**src/rtl/vga_timing_generator.sv**
```systemverilog
// Raster timing: registered H/V position, sync, blanking and strobes, all from the same edge.
// One-cycle registered latency from the advance edge; no backpressure, free-running once reset releases.
module vga_timing_generator #(
   parameter int H_VISIBLE = 800,
   parameter int H_FRONT   = 40,
   parameter int H_SYNC    = 128,
   parameter int H_BACK    = 88,
   parameter int V_VISIBLE = 600,
   parameter int V_FRONT   = 1,
   parameter int V_SYNC    = 4,
   parameter int V_BACK    = 23,
   parameter int HS_POL    = 1,
   parameter int VS_POL    = 1,
   parameter int PIX_DIV   = 1
) (
   input  logic        CLK,
   input  logic        RST,
   output logic [10:0] H_counter,
   output logic [9:0]  V_counter,
   output logic        HSYNC,
   output logic        VSYNC,
   output logic        video_on,
   output logic        pix_stb,
   output logic        line_start,
   output logic        frame_start
);

   localparam int H_TOTAL = H_VISIBLE + H_FRONT + H_SYNC + H_BACK;
   localparam int V_TOTAL = V_VISIBLE + V_FRONT + V_SYNC + V_BACK;
   localparam int PW      = (PIX_DIV > 1) ? $clog2(PIX_DIV) : 1;

   localparam logic [10:0] H_LAST = 11'(H_TOTAL - 1);
   localparam logic [10:0] H_VIS  = 11'(H_VISIBLE);
   localparam logic [10:0] HS_BEG = 11'(H_VISIBLE + H_FRONT);
   localparam logic [10:0] HS_END = 11'(H_VISIBLE + H_FRONT + H_SYNC);
   localparam logic [9:0]  V_LAST = 10'(V_TOTAL - 1);
   localparam logic [9:0]  V_VIS  = 10'(V_VISIBLE);
   localparam logic [9:0]  VS_BEG = 10'(V_VISIBLE + V_FRONT);
   localparam logic [9:0]  VS_END = 10'(V_VISIBLE + V_FRONT + V_SYNC);
   localparam logic [PW-1:0] PRE_LAST = PW'(PIX_DIV - 1);
   localparam logic HS_ON = (HS_POL != 0);
   localparam logic VS_ON = (VS_POL != 0);

   logic [PW-1:0] presc;
   logic          adv;
   logic [10:0]   h_nxt;
   logic [9:0]    v_nxt;

   // Decodes below use the next position so every output lines up with the counters it ships with.
   always_comb begin
      adv   = (presc == PRE_LAST);
      h_nxt = H_counter + 11'd1;
      v_nxt = V_counter;
      if (H_counter == H_LAST) begin
         h_nxt = '0;
         v_nxt = (V_counter == V_LAST) ? '0 : V_counter + 10'd1;
      end
   end

   always_ff @(posedge CLK or posedge RST) begin
      if (RST) begin
         presc       <= '0;
         H_counter   <= H_LAST;
         V_counter   <= V_LAST;
         HSYNC       <= ~HS_ON;
         VSYNC       <= ~VS_ON;
         video_on    <= 1'b0;
         pix_stb     <= 1'b0;
         line_start  <= 1'b0;
         frame_start <= 1'b0;
      end else begin
         presc       <= adv ? '0 : presc + PW'(1);
         pix_stb     <= adv;
         line_start  <= adv && (h_nxt == '0);
         frame_start <= adv && (h_nxt == '0) && (v_nxt == '0);
         if (adv) begin
            H_counter <= h_nxt;
            V_counter <= v_nxt;
            HSYNC     <= (h_nxt >= HS_BEG && h_nxt < HS_END) ? HS_ON : ~HS_ON;
            VSYNC     <= (v_nxt >= VS_BEG && v_nxt < VS_END) ? VS_ON : ~VS_ON;
            video_on  <= (h_nxt < H_VIS) && (v_nxt < V_VIS);
         end
      end
   end

endmodule

```
**config.mk**
```make
export PLATFORM = sky130hd
export DESIGN_NAME = vga_timing_generator
export DESIGN_NICKNAME = d
export VERILOG_FILES = /design/src/rtl/vga_timing_generator.sv
export SDC_FILE = /design/constraint.sdc
export NUM_CORES = 1
export LEC_CHECK = 0
export CAP_MARGIN = 0
export CORE_ASPECT_RATIO = 1.4
export CORE_MARGIN = 1.5
export CORE_UTILIZATION = 35
export CTS_CLUSTER_DIAMETER = 200
export DETAILED_ROUTE_END_ITERATION = 12
export DONT_BUFFER_PORTS = 1
export PLACE_DENSITY_LB_ADDON = 0.2
export RECOVER_POWER = 50
export SLEW_MARGIN = 15
export SYNTH_ARGS = -nofsm -noshare
export SYNTH_HDL_FRONTEND = slang
export SYNTH_SLANG_ARGS = --single-unit
```
**constraint.sdc**
```tcl
create_clock -name CLK -period 3.7 [get_ports CLK]
set_clock_uncertainty 0.15 [all_clocks]
set_input_delay 0 -clock CLK [delete_from_list [all_inputs] [get_ports CLK]]
set_output_delay 0 -clock CLK [all_outputs]
set_load 0.02 [all_outputs]
```
==> metrics.txt <==
CP Launch Type=register; Die W=60.9 um; top cell type's share of synthesized area=0.228; f_max=335 MHz; Slew Viols, Final=0; vias in the first global route=1348; Logic pwr share=0.014; P_leak=0.000732 uW; Gate Count Post-Synth=173; Reg clk slew, reported paths=0.10 ns; Rel. slew slack=0.0277; Post-Route WL=3.77 mm; ys flop type=dfrtp_1; flop-to-flop setup slack=0.72 ns; Worst path top cell family by delay=simple AND/OR/NAND/NOR gates; number of synthesized flops with an enable pin=0; Starting Density=0.362; DPL Wire Length=2.81 mm; Clk pwr share=0.367; critical path arrival=3.02 ns; post-synth top area cell=dfrtp_1; Tot Pwr=480 uW; CP Class=register to register; Core Box Area=0.00454 mm^2; H-Tree Depth=1; Avg Cell Area, Syn=9.50 um^2; Buffers on Ports=0; Detail Route met3 WL=177 um; RSZ-0062 raised after global routing=false; #FFs+latches synth=27; CP bufs+invs=0; met2 wire len=1.92 mm; slew at the pin with the worst max-slew slack=1.46 ns; nets=178; worst-path maximum fanout=17; Worst path max stage delay=0.69 ns; Placer Congestion=0.920; setup TNS=0 ns; # fillers=449; Sequential Power Share=0.619; n_diodes=0; Worst VDD drop=0.112 mV; Post-CTS Resized=0; Tot GR Track Use=0.161; TritonCTS Sinks=27; minimum clock period=2.98 ns; multi-input logic area=876 um^2; FFs w/ async S/R, synth=1.00; critical path capture point type=register; Mapped Area=0.00164 mm^2; slowest stage cell, crit path=or3_1; CTS tree=done; height of the chip=84.1 um; average wire per standard cell=16.1 um; Final period util=0.806; global route total overflow=0; top layer in use=met4; HP Class=register to register; run status=completed; worst-path cell chain=ha_1 -> nand4_1 -> or3_1 -> o31ai_1 -> a31oi_1 -> nor4b_2 -> nor4b_2; largest net degree at the start of global routing=28; global-route wire length before repair=6.27 mm; CTS Buf Count=3; # setup viols final=0; Area Overhead vs Synth=5.94%; Data required, critical path=3.74 ns; max-cap viol count=0; Most Frequent Cell on Critical Path=nor4b_2; sw frac=0.222; Mapped Nets=177; top post-synthesis cells by area=dfrtp_1 (23%), dfstp_2 (19%), xnor2_1 (5.3%); I/O Pins=29; CTS root buf=clkbuf_8; FF+latch area=691 um^2; final hold vios=0; final design utilization=0.384; register area share after synthesis=0.420; Distinct cells, synth=47; M1 WL=1.56 mm; Hold Slack=0.439 ns; initial antenna violation count=0; FP Rows=29; vias per cell=5.61; Initial DRT Pass Iterations=4; DRT iter0 DRCs=70; Max Buffers Root-to-Sink=2; Final ANT Viol Nets=0; share of cells above drive strength 1=0.179; NetSw=107 uW; Die Footprint=0.00512 mm^2; Power Dens Cells=276 mW/mm^2; drt drc=0; Int Pwr=374 uW; via count=1319; Ys Warns=0; worst-skew pair later-pin latency=0.28 ns
[per-layer routing]
layer / up-vias / track usage
li1: 613 / -
met1: 650 / 0.185
met2: 44 / 0.266
met3: 12 / 0.0310
met4: 0 / 0.0909
met5: - / 0
[state kept, by name, summed over array words and instances (netlist names)]
register	flops
H_counter	11
V_counter	10
HSYNC	1
VSYNC	1
frame_start	1
line_start	1
pix_stb	1
video_on	1
[cells by family (layout without fill, tap and decap cells)]
group | Yosys count | count (layout) | share of synthesized area
XOR/XNOR | 18 | 18 | 0.0960
AND/OR/NAND/NOR | 76 | 76 | 0.264
other | 1 | 1 | 0.00228
buffers and inverters | 14 | 14 | 0.0465
multiplexers | 4 | 4 | 0.0259
adder cells (fa/ha/maj) | 2 | 2 | 0.0152
AO/OA/AOI/OAI | 31 | 31 | 0.129
flip-flops | 27 | 27 | 0.420
[stage by stage]
| step | instance area [um^2] | worst slack [ns] | cells |
|---|---|---|---|
| 2_1_floorplan | 1640 | 1.16 | 173 |
| 3_3_place_gp | 1690 | 0.764 | 230 |
| 3_5_place_dp | 1690 | 0.748 | 230 |
| 4_1_cts | 1750 | 0.724 | 235 |
| 5_1_grt | 1740 | 0.460 | 235 |
| 6_report | 1740 | 0.719 | 235 |
[repair_timing]
item	CTS	global route
buffers inserted	0	0
hold buffers	1	0
endpoints found under the hold margin	27	0
[final timing paths]
| path | startpoint | endpoint | cells after the start |
|---|---|---|---|
| min in group asynchronous | RST | V_counter[2] | 3 |
| worst max-delay path | H_counter[0] | frame_start | 7 |
| worst max register to register | H_counter[0] | frame_start | 7 |
| worst min register to register | H_counter[4] | H_counter[4] | 1 |
| max in group asynchronous | RST | HSYNC | 3 |
| worst min-delay path | H_counter[4] | H_counter[4] | 1 |
[layout by cell type, fill, tap and decap left out, types with 4 or more instances in the layout]
cell and instances:
and3_1 6, nor3_1 6, nand3_1 12, xor2_1 8, o21ai_0 10, nand2_1 10
a31oi_1 4, dfstp_2 12, inv_1 6, nand4_1 4, xnor2_1 10, dfrtp_1 15
nor2_1 19
[synthesized netlist by cell type, drive strengths merged, types with 2 or more instances]
| cell type | number |
|---|---|
| o21ai | 10 |
| xnor2 | 10 |
| dfrtp | 15 |
| nand2 | 10 |
| nor4b | 3 |
| nor4 | 2 |
| inv | 6 |
| a22o | 2 |
| nand3 | 12 |
| mux2 | 2 |
| buf | 4 |
| dfstp | 12 |
| nor3 | 8 |
| ha | 2 |
| xor2 | 8 |
| nor2b | 2 |
| nand2b | 3 |
| a21oi | 4 |
| o31ai | 3 |
| nand4 | 4 |
| mux2i | 2 |
| and3 | 7 |
| nor2 | 19 |
| a31oi | 4 |
| clkbuf | 4 |
[area by class of cell]
type | count | share of cell area
inverters | 6 | 0.0129
repair buffers | 4 | 0.0144
flip-flops and latches | 27 | 0.397
well taps | 62 | 0.0446
clock inverters | 1 | 0.00431
clock buffers | 3 | 0.0237
multi-input cells | 132 | 0.503
[power by group through the flow]
stage	clock (uW)	sequential (uW)	combinational (uW)
global route	195	297	8.46
CTS	183	297	8.18
floorplan	0	302	4.35
detailed placement	0	302	7.33
finish	176	297	6.90
global placement	0	302	7.19
(Power assumes the default switching activity.)
